## config.mk

```make
export PLATFORM = sky130hd
export DESIGN_NAME = div_iter
export DESIGN_NICKNAME = d
export VERILOG_FILES = /design/src/rtl/div_iter.sv
export SDC_FILE = /design/constraint.sdc
export NUM_CORES = 1
export LEC_CHECK = 0
export ABC_CLOCK_PERIOD_IN_PS = 5100
export CAP_MARGIN = 5
export CORE_MARGIN = 8
export CORE_UTILIZATION = 40
export DETAILED_ROUTE_END_ITERATION = 16
export GPL_TIMING_DRIVEN = 0
export HOLD_SLACK_MARGIN = 0.12
export PLACE_DENSITY_LB_ADDON = 0.15
export SYNTH_ARGS = -nofsm -noshare
export SYNTH_HDL_FRONTEND = slang
export SYNTH_SLANG_ARGS = --single-unit
```

## constraint.sdc

```tcl
create_clock -name clk -period 5.1 [get_ports clk]
set_input_delay 1.275 -clock clk [delete_from_list [all_inputs] [get_ports clk]]
set_output_delay 1.275 -clock clk [all_outputs]
set_load 0.02 [all_outputs]
```

## src/rtl/div_iter.sv

```systemverilog
// Iterative restoring divider: one quotient bit per cycle, start/done handshake.
// Optional signed mode (sgn port, magnitude iteration + sign fix-up) under `ifdef DIV_SIGNED_EN.
module div_iter #(
  parameter int WIDTH = 16
) (
  input  logic             clk,
  input  logic             rst_n,
  input  logic             start,
  input  logic [WIDTH-1:0] dividend,
  input  logic [WIDTH-1:0] divisor,
`ifdef DIV_SIGNED_EN
  input  logic             sgn,
`endif
  output logic             busy,
  output logic             done,
  output logic [WIDTH-1:0] quotient,
  output logic [WIDTH-1:0] remainder,
  output logic             div_by_zero
);

  // Handshake: start is taken only when busy==0 (IDLE or FIN); done is a
  // one-cycle pulse in FIN, and results stay stable until the next done.
  typedef enum logic [1:0] {S_IDLE, S_RUN, S_ZERO, S_FIN} state_e;

  localparam int CW = (WIDTH > 2) ? $clog2(WIDTH) : 1;
  localparam logic [CW-1:0]    CNT_LAST = CW'(WIDTH - 1);
  localparam logic [CW-1:0]    CNT_ONE  = CW'(1);
  localparam logic [WIDTH-1:0] ONE      = WIDTH'(1);

  state_e           state_q, state_d;
  logic [CW-1:0]    cnt_q, cnt_d;
  logic [WIDTH-1:0] q_q, q_d;
  logic [WIDTH-1:0] rem_q, rem_d;
  logic [WIDTH-1:0] div_q, div_d;
  logic [WIDTH-1:0] dvd_q, dvd_d;
  logic             negq_q, negq_d;
  logic             negr_q, negr_d;
  logic [WIDTH-1:0] quotient_q, quotient_d;
  logic [WIDTH-1:0] remainder_q, remainder_d;
  logic             dbz_q, dbz_d;

  logic             op_signed;
`ifdef DIV_SIGNED_EN
  assign op_signed = sgn;
`else
  assign op_signed = 1'b0;
`endif

  logic             dvd_neg, dsr_neg;
  logic [WIDTH-1:0] dvd_mag, dsr_mag;
  assign dvd_neg = op_signed & dividend[WIDTH-1];
  assign dsr_neg = op_signed & divisor[WIDTH-1];
  assign dvd_mag = dvd_neg ? (~dividend + ONE) : dividend;
  assign dsr_mag = dsr_neg ? (~divisor + ONE) : divisor;

  // Partial remainder is kept one bit wider during the trial so divisors
  // with the MSB set still divide correctly.
  logic [WIDTH:0]   shifted;
  logic [WIDTH+1:0] trial;
  logic             no_borrow;
  logic [WIDTH-1:0] rem_next, q_next, q_fix, r_fix;
  assign shifted   = {rem_q, q_q[WIDTH-1]};
  assign trial     = {1'b0, shifted} - {2'b00, div_q};
  assign no_borrow = ~trial[WIDTH+1];
  assign rem_next  = no_borrow ? WIDTH'(trial) : WIDTH'(shifted);
  assign q_next    = {q_q[WIDTH-2:0], no_borrow};
  assign q_fix     = negq_q ? (~q_next + ONE) : q_next;
  assign r_fix     = negr_q ? (~rem_next + ONE) : rem_next;

  always_comb begin
    state_d     = state_q;
    cnt_d       = cnt_q;
    q_d         = q_q;
    rem_d       = rem_q;
    div_d       = div_q;
    dvd_d       = dvd_q;
    negq_d      = negq_q;
    negr_d      = negr_q;
    quotient_d  = quotient_q;
    remainder_d = remainder_q;
    dbz_d       = dbz_q;
    case (state_q)
      S_IDLE, S_FIN: begin
        if (start) begin
          state_d = (divisor == '0) ? S_ZERO : S_RUN;
          cnt_d   = '0;
          q_d     = dvd_mag;
          rem_d   = '0;
          div_d   = dsr_mag;
          dvd_d   = dividend;
          negq_d  = dvd_neg ^ dsr_neg;
          negr_d  = dvd_neg;
        end else begin
          state_d = S_IDLE;
        end
      end
      S_RUN: begin
        q_d   = q_next;
        rem_d = rem_next;
        cnt_d = cnt_q + CNT_ONE;
        if (cnt_q == CNT_LAST) begin
          state_d     = S_FIN;
          quotient_d  = q_fix;
          remainder_d = r_fix;
          dbz_d       = 1'b0;
        end
      end
      S_ZERO: begin
        state_d     = S_FIN;
        quotient_d  = '1;
        remainder_d = dvd_q;
        dbz_d       = 1'b1;
      end
      default: state_d = S_IDLE;
    endcase
  end

  always_ff @(posedge clk or negedge rst_n) begin
    if (!rst_n) begin
      state_q     <= S_IDLE;
      cnt_q       <= '0;
      q_q         <= '0;
      rem_q       <= '0;
      div_q       <= '0;
      dvd_q       <= '0;
      negq_q      <= 1'b0;
      negr_q      <= 1'b0;
      quotient_q  <= '0;
      remainder_q <= '0;
      dbz_q       <= 1'b0;
    end else begin
      state_q     <= state_d;
      cnt_q       <= cnt_d;
      q_q         <= q_d;
      rem_q       <= rem_d;
      div_q       <= div_d;
      dvd_q       <= dvd_d;
      negq_q      <= negq_d;
      negr_q      <= negr_d;
      quotient_q  <= quotient_d;
      remainder_q <= remainder_d;
      dbz_q       <= dbz_d;
    end
  end

  assign busy        = (state_q == S_RUN) || (state_q == S_ZERO);
  assign done        = (state_q == S_FIN);
  assign quotient    = quotient_q;
  assign remainder   = remainder_q;
  assign div_by_zero = dbz_q;

endmodule

```

After elaboration in Yosys (flattened, before gate mapping)
Index checks and enable logic that the tools add are counted.
- flip-flop bits (word level): 103
- logic and storage cells: 44
- reduce and logical (&&, ||, !) cells: 9
- mux-type cells: 17
- bitwise logic cells: 1
- equality and inequality tests: 6
- $add $sub $neg: 2
- operator list (cell ; count):
    one-hot mux 16 bit (2 select lines) ; 4
    2-to-1 mux 16 bit ; 5
    subtractor 17 x 16 -> 18 bit ; 1
    logical NOT 16 bit ; 1
    one-hot mux 4 bit (2 select lines) ; 1
    2-to-1 mux 2 bit ; 3
    one-hot mux 2 bit (3 select lines) ; 1
    AND reduction 2 bit ; 3
    adder 4 x 1 -> 4 bit, second input constant ; 1
    equality test 2 bit, second input constant ; 2
    equality test 4 bit, second input constant ; 1
    2-to-1 mux 4 bit ; 1
    != test 2 bit, second input constant ; 2
    nonzero test 2 bit ; 2
    equality test 2 x 1 -> 1 bit, second input constant ; 1
    logical NOT 2 bit ; 1
    one-hot mux 1 bit (2 select lines) ; 1
    OR reduction 2 bit ; 1
    logical OR 1 bit ; 1
    2-to-1 mux 1 bit ; 1
    inverter 1 bit ; 1

Depth between registers and ports, before layout
Gate-level depths: netlist of the first run.
- word-level depth: 4
- mapped depth: 11
- depth with buffers taken out: 9

Least setup slack after synthesis of the first run
OpenSTA, ideal clock, no wires.
- path type: in2reg
- start point: input port start
- end point: register rem_q[10]
- data required time: 5.017 ns
- setup time: 0.083 ns
- stages: 6
- path buffers: 1
- setup slack: 2.584 ns
- arrival: 2.433 ns
- cell sequence: buf_2 > nand2_1 > a21boi_1 > nor2_1 > nand2b_1 > o21ai_0
- cells in the longest elaborated chain, start to end: 2
- ends and longest elaborated chain (item ; RTL line ; RTL):
    start, declared ; 8 ; input logic start,
    != test 2 bit (no line) ; n/a ;
    AND reduction 2 bit (no line) ; n/a ;
    end signal, assigned ; 135 ; rem_q <= rem_d;
    end, declared ; 33 ; logic [WIDTH-1:0] rem_q, rem_d;
Every way passes these cells.
A chain may end at the register's enable or synchronous reset.

Worst setup path in the final report of the first run
- start point: register state_q[0]
- end point: output port busy
- cells in the longest elaborated chain, start to end: 2
- elaborated cells between the ends (all ways): 3
- ends and longest elaborated chain (item ; RTL line ; RTL):
    start, declared ; 30 ; state_e state_q, state_d;
    start signal, assigned ; 132 ; state_q <= state_d;
    equality test 2 x 1 -> 1 bit / equality test 2 bit (equally long branches) ; 146 ; assign busy = (state_q == S_RUN) || (state_q == S_ZERO);
    logical OR 1 bit (*) ; 146 ;
    end, declared ; 14 ; output logic busy,
Every way passes the cells marked *; elsewhere a longest branch is shown, timed or not.

==> results of run 1 <==
-- worst min-delay path, stage by stage, from the launching register on --
cell	delay [ps]
dfrtp_1	350
nand2_1	50
nand2_1	50
-- power by group --
group	internal, W	switching [W]	leakage, nW
sequential	0.00112	0.000228	1.21
combinational	0.000828	0.00102	1.49
clock	0.000407	0.000308	0.152
-- cells in the final DEF, fill, tap and decap left out, types with 3 or more instances in the layout --
master             n
buf_2              4
o21ai_1            9
clkbuf_16          9
nor4_1             4
nor2_1            17
clkbuf_1          16
a31oi_1            8
nand2b_1           6
nand2_1           73
a22oi_1            8
a21o_1             4
o21a_1             3
a22o_1             8
buf_1              4
a32oi_1            9
a21oi_1           34
mux2_2            43
mux2i_1           12
ha_1              20
nand3_1           18
clkdlybuf4s50_1   67
xnor2_1           11
dfrtp_1          103
o21ai_0           42
o22ai_1           22
inv_1             23
-- routing by layer --
metal  part of all wire, %  wire length (µm)
met5                     0                 0
met4                   1.8               247
met3                   4.4               605
met2                    47              6460
met1                    46              6320
-- area by class of cell --
cell class / instances / area [µm²]
Fill cell: 1242 / 6550
Sequential cell: 103 / 2580
Multi-Input combinational cell: 379 / 2550
Timing Repair Buffer: 69 / 706
Clock buffer: 11 / 253
Tap cell: 176 / 220
Buffer: 27 / 134
Inverter: 24 / 90.1
Clock inverter: 5 / 56.3
-- cell families (layout without fill, tap and decap cells) --
| kind of cell | after synthesis | after routing | share of synthesized area, % |
|---|---|---|---|
| xor+xnor | 13 | 13 | 2.13 |
| simple gates | 129 | 129 | 10.5 |
| flops | 103 | 103 | 48.2 |
| mux | 57 | 57 | 11.7 |
| fa+ha+maj | 21 | 21 | 5.05 |
| buf+inv | 51 | 136 | 4.19 |
| compound gates | 159 | 159 | 18.2 |
-- flip-flops by register name (all words and copies together) (netlist names), 2 cells and up --
signal,flops
state_q,2
div_q,16
q_q,16
quotient,16
remainder,16
cnt_q,4
rem_q,16
dvd_q,16
-- per-stage QoR --
step / instances / TNS, ps / hold WS, ps / utilization, % / cell area [µm²]
2_1_floorplan: 533 / 0 / 450 / - / 5350
3_3_place_gp: 777 / -122160 / 465 / 47.6 / 6250
3_5_place_dp: 778 / 0 / 477 / 47.8 / 6280
4_1_cts: 794 / 0 / 494 / 50.1 / 6590
5_1_grt: 794 / 0 / 509 / 50.1 / 6590
6_report: 794 / 0 / 485 / 50.1 / 6590
-- final timing paths --
| kind | start | endpoint | cells past startpoint |
|---|---|---|---|
| max | state_q[0] | busy | 5 |
| min | div_by_zero | div_by_zero | 2 |
| max reg2reg | state_q[0] | rem_q[11] | 8 |
| min reg2reg | div_by_zero | div_by_zero | 2 |
| max in group asynchronous | rst_n | div_q[15] | 2 |
| min in group asynchronous | rst_n | quotient[1] | 1 |
==> flow_summary.html, run 1 <==
<table>
<tr><th>Metric</th><th>Value</th></tr>
<tr><th colspan="2">Clock network</th></tr>
<tr><td># Post-CTS Setup Buffers</td><td>0</td></tr>
<tr><td># clock sinks</td><td>between 100 and 150</td></tr>
<tr><td>Later-pin clock latency in the skew report</td><td>~350 ps</td></tr>
<tr><td>Clock slew at reported path FFs</td><td>approximately 70 ps</td></tr>
<tr><td>TritonCTS clock tree</td><td>done</td></tr>
<tr><td>Total clock buffers created by CTS</td><td>9</td></tr>
<tr><td>Buffer levels on the longest clock path</td><td>2</td></tr>
<tr><td>CTS Root Cell</td><td>clkbuf_16</td></tr>
<tr><td>Hold buffer count at cts</td><td>0</td></tr>
<tr><td>Total of cells resized after clock tree synthesis</td><td>0</td></tr>
<tr><td>Maximum level of the CTS H-tree</td><td>3</td></tr>
<tr><th colspan="2">Min path</th></tr>
<tr><td>Class of the tightest hold or removal check</td><td>flop to flop</td></tr>
<tr><th colspan="2">Placed design</th></tr>
<tr><td>Pre-CTS setup slack</td><td>slightly below 2000 ps</td></tr>
<tr><td>Count of buffers from port buffering</td><td>a little under 70</td></tr>
<tr><td>Placer congestion estimate</td><td>approximately 0.85</td></tr>
<tr><td>Half-perimeter wire length after detailed placement</td><td>~10 mm</td></tr>
<tr><th colspan="2">Setup path</th></tr>
<tr><td>Top fanout value on the critical path</td><td>9</td></tr>
<tr><td>Capturing element type of the critical path</td><td>output port</td></tr>
<tr><td>Worst endpoint data arrival time</td><td>2080 ps</td></tr>
<tr><td>Worst Path Class, Setup</td><td>flop to output port</td></tr>
<tr><td>Sequence of cells on the critical path</td><td>inv_1 -&gt; ha_1 -&gt; buf_2 -&gt; inv_1 -&gt; clkdlybuf4s50_1</td></tr>
<tr><td>Data required time of the worst path</td><td>about 3800 ps</td></tr>
<tr><td>Longest individual stage delay on the worst path</td><td>~640 ps</td></tr>
<tr><td>Buffers and inverters on the worst path</td><td>4</td></tr>
<tr><td>CP top delay family</td><td>buffers and inverters</td></tr>
<tr><td>Cell with the most instances on the worst path</td><td>inv_1</td></tr>
<tr><td>Register-to-register setup slack</td><td>2390 ps</td></tr>
<tr><td>Critical Path Start Type</td><td>flop</td></tr>
<tr><td>Cell with the biggest individual delay on the critical path</td><td>clkdlybuf4s50_1</td></tr>
<tr><th colspan="2">Floorplan</th></tr>
<tr><td>Die extent in x</td><td>132 µm</td></tr>
<tr><td>Height of the chip</td><td>132 µm</td></tr>
<tr><td>Top Ports</td><td>70</td></tr>
<tr><td>Starting utilization of the core area</td><td>between 40% and 50%</td></tr>
<tr><td>Core area</td><td>around 13,000 µm²</td></tr>
<tr><td>Total Die Area</td><td>between 15,000 and 20,000 µm²</td></tr>
<tr><td>Placement Rows</td><td>42</td></tr>
<tr><th colspan="2">Global routing</th></tr>
<tr><td>Global-route wire length before repair</td><td>about 23 mm</td></tr>
<tr><td>Leftover overflow at the end of global routing</td><td>0</td></tr>
<tr><td>Pin count of the biggest net entering global routing</td><td>between 60 and 70</td></tr>
<tr><td>Via count of the first global-routing pass</td><td>between 4,000 and 5,000</td></tr>
<tr><td>Met2 Track Usage GR</td><td>a little over a quarter</td></tr>
<tr><td>Grt peak-use layer</td><td>met2</td></tr>
<tr><td>Global router's overall resource usage</td><td>approximately 16%</td></tr>
<tr><td>Met3 Usage GRT</td><td>under 10%</td></tr>
<tr><td>Global routing usage on met1</td><td>about a fifth</td></tr>
<tr><td>Initial antenna violation count</td><td>0</td></tr>
<tr><th colspan="2">Logic synthesis</th></tr>
<tr><td>Mean instance size in the synthesized netlist</td><td>approximately 10 µm²</td></tr>
<tr><td>Count of flip-flops with a built-in enable after synthesis</td><td>0</td></tr>
<tr><td>Post-synthesis async set-or-reset flop share</td><td>between 90% and 100%</td></tr>
<tr><td>Area fraction of the dominant cell type after synthesis</td><td>48.2%</td></tr>
<tr><td>Count of state elements after synthesis</td><td>a little over 100</td></tr>
<tr><td>Synth top area cells</td><td>dfrtp_1 48%, mux2_2 9.1%, nand2_1 5.1%</td></tr>
<tr><td>Post-synthesis instance area</td><td>about 5400 µm²</td></tr>
<tr><td>Share of the yosys chip area belonging to registers</td><td>48.2%</td></tr>
<tr><td>Cells after Synth</td><td>around 530</td></tr>
<tr><td>Post-Syn Nets</td><td>~590</td></tr>
<tr><td>Flip-flop cell with the highest count after synthesis</td><td>dfrtp_1</td></tr>
<tr><td>Commonest cells in the synthesized netlist</td><td>103 x dfrtp_1, 73 x nand2_1, 43 x mux2_2</td></tr>
<tr><td>Synth warn</td><td>0</td></tr>
<tr><td>Cell type contributing the most total cell area after synthesis</td><td>dfrtp_1</td></tr>
<tr><td>Post-synth cell types</td><td>50</td></tr>
<tr><td>Most common cell in the synthesized netlist</td><td>dfrtp_1</td></tr>
<tr><th colspan="2">Detailed routing</th></tr>
<tr><td>Remaining design rule violation count</td><td>0</td></tr>
<tr><td>Average detailed-routed wire length per instance</td><td>17.2 µm</td></tr>
<tr><td>Post-Route WL</td><td>between 10 and 15 mm</td></tr>
<tr><td>Ratio of routed vias to standard cells</td><td>approximately 5.4</td></tr>
<tr><td>Violation count after the first detailed-route iteration</td><td>269</td></tr>
<tr><td>Detailed Routing Iterations Pass 1</td><td>5</td></tr>
<tr><td>Residual antenna-violating net count after detailed routing</td><td>0</td></tr>
<tr><td>Via count</td><td>4,302</td></tr>
<tr><th colspan="2">STA</th></tr>
<tr><td>RSZ-0062 raised after global routing</td><td>no</td></tr>
<tr><td>Total count of max-transition violations in the final report</td><td>0</td></tr>
<tr><td>Slew of the pin with the lowest slew margin</td><td>approximately 800 ps</td></tr>
<tr><td>Smallest setup slack after layout</td><td>approximately 1700 ps</td></tr>
<tr><td>Number of endpoints with negative hold slack in the final report</td><td>0</td></tr>
<tr><td>Final setup violation count</td><td>0</td></tr>
<tr><td>Worst clock skew</td><td>6.10 ps</td></tr>
<tr><td>Period minus WS final</td><td>between 3000 and 4000 ps</td></tr>
<tr><td>Slew Limit Headroom</td><td>between 40 and 50%</td></tr>
<tr><td>Maximum clock frequency</td><td>0.298 GHz</td></tr>
<tr><td>Final clock period utilization by the worst path</td><td>around two thirds</td></tr>
<tr><th colspan="2">Status</th></tr>
<tr><td>Result of the run</td><td>complete, no violations</td></tr>
<tr><th colspan="2">Cells and area</th></tr>
<tr><td>Post-layout net count</td><td>669</td></tr>
<tr><td>Antenna cells</td><td>0</td></tr>
<tr><td>Signed area change from the synthesized netlist to the final layout</td><td>23.1%</td></tr>
<tr><td>Ratio of cells with drive above 1 in the final layout</td><td>11.7%</td></tr>
<tr><th colspan="2">Power and ir drop</th></tr>
<tr><td>Lkg Pwr</td><td>around 2.8 nW</td></tr>
<tr><td>Overall power</td><td>~0.0039 W</td></tr>
<tr><td>PD cells</td><td>between 500 and 600 nW/µm²</td></tr>
<tr><td>Peak VDD IR</td><td>around 0.00022 V</td></tr>
<tr><th colspan="2">Run</th></tr>
<tr><td>Number of maximum-capacitance constraint violations</td><td>0</td></tr>
</table>
No activity file was read; power rests on OpenSTA's default activity.
==> inputs of run 2 (changes only) <==
Settings changed: ABC_CLOCK_PERIOD_IN_PS 5100 to 2950.
Clock period 5.1 ns to 2.95 ns, I/O delays scaled along.
==> results of run 2 <==
The final DEF is identical to that of run 1. Status: complete, no violations.
Among the figures that moved: setup slack after placement 1950 ps -> 335 ps; setup slack after layout 1750 ps -> 136 ps; hold slack 485 ps -> 376 ps; register-to-register setup slack 2390 ps -> 240 ps; total power 0.00390 W -> 0.00675 W; worst IR drop on VDD 0.000223 V -> 0.000386 V
==> inputs of run 3 (changes only) <==
Settings changed: SKIP_LAST_GASP set to 1.
==> results of run 3 <==
The final DEF is identical to that of run 1. Status: complete, no violations.
Among the figures that moved: setup slack after placement 1950 ps -> 335 ps; setup slack after layout 1750 ps -> 136 ps; hold slack 485 ps -> 376 ps; register-to-register setup slack 2390 ps -> 240 ps; total power 0.00390 W -> 0.00675 W; worst IR drop on VDD 0.000223 V -> 0.000386 V
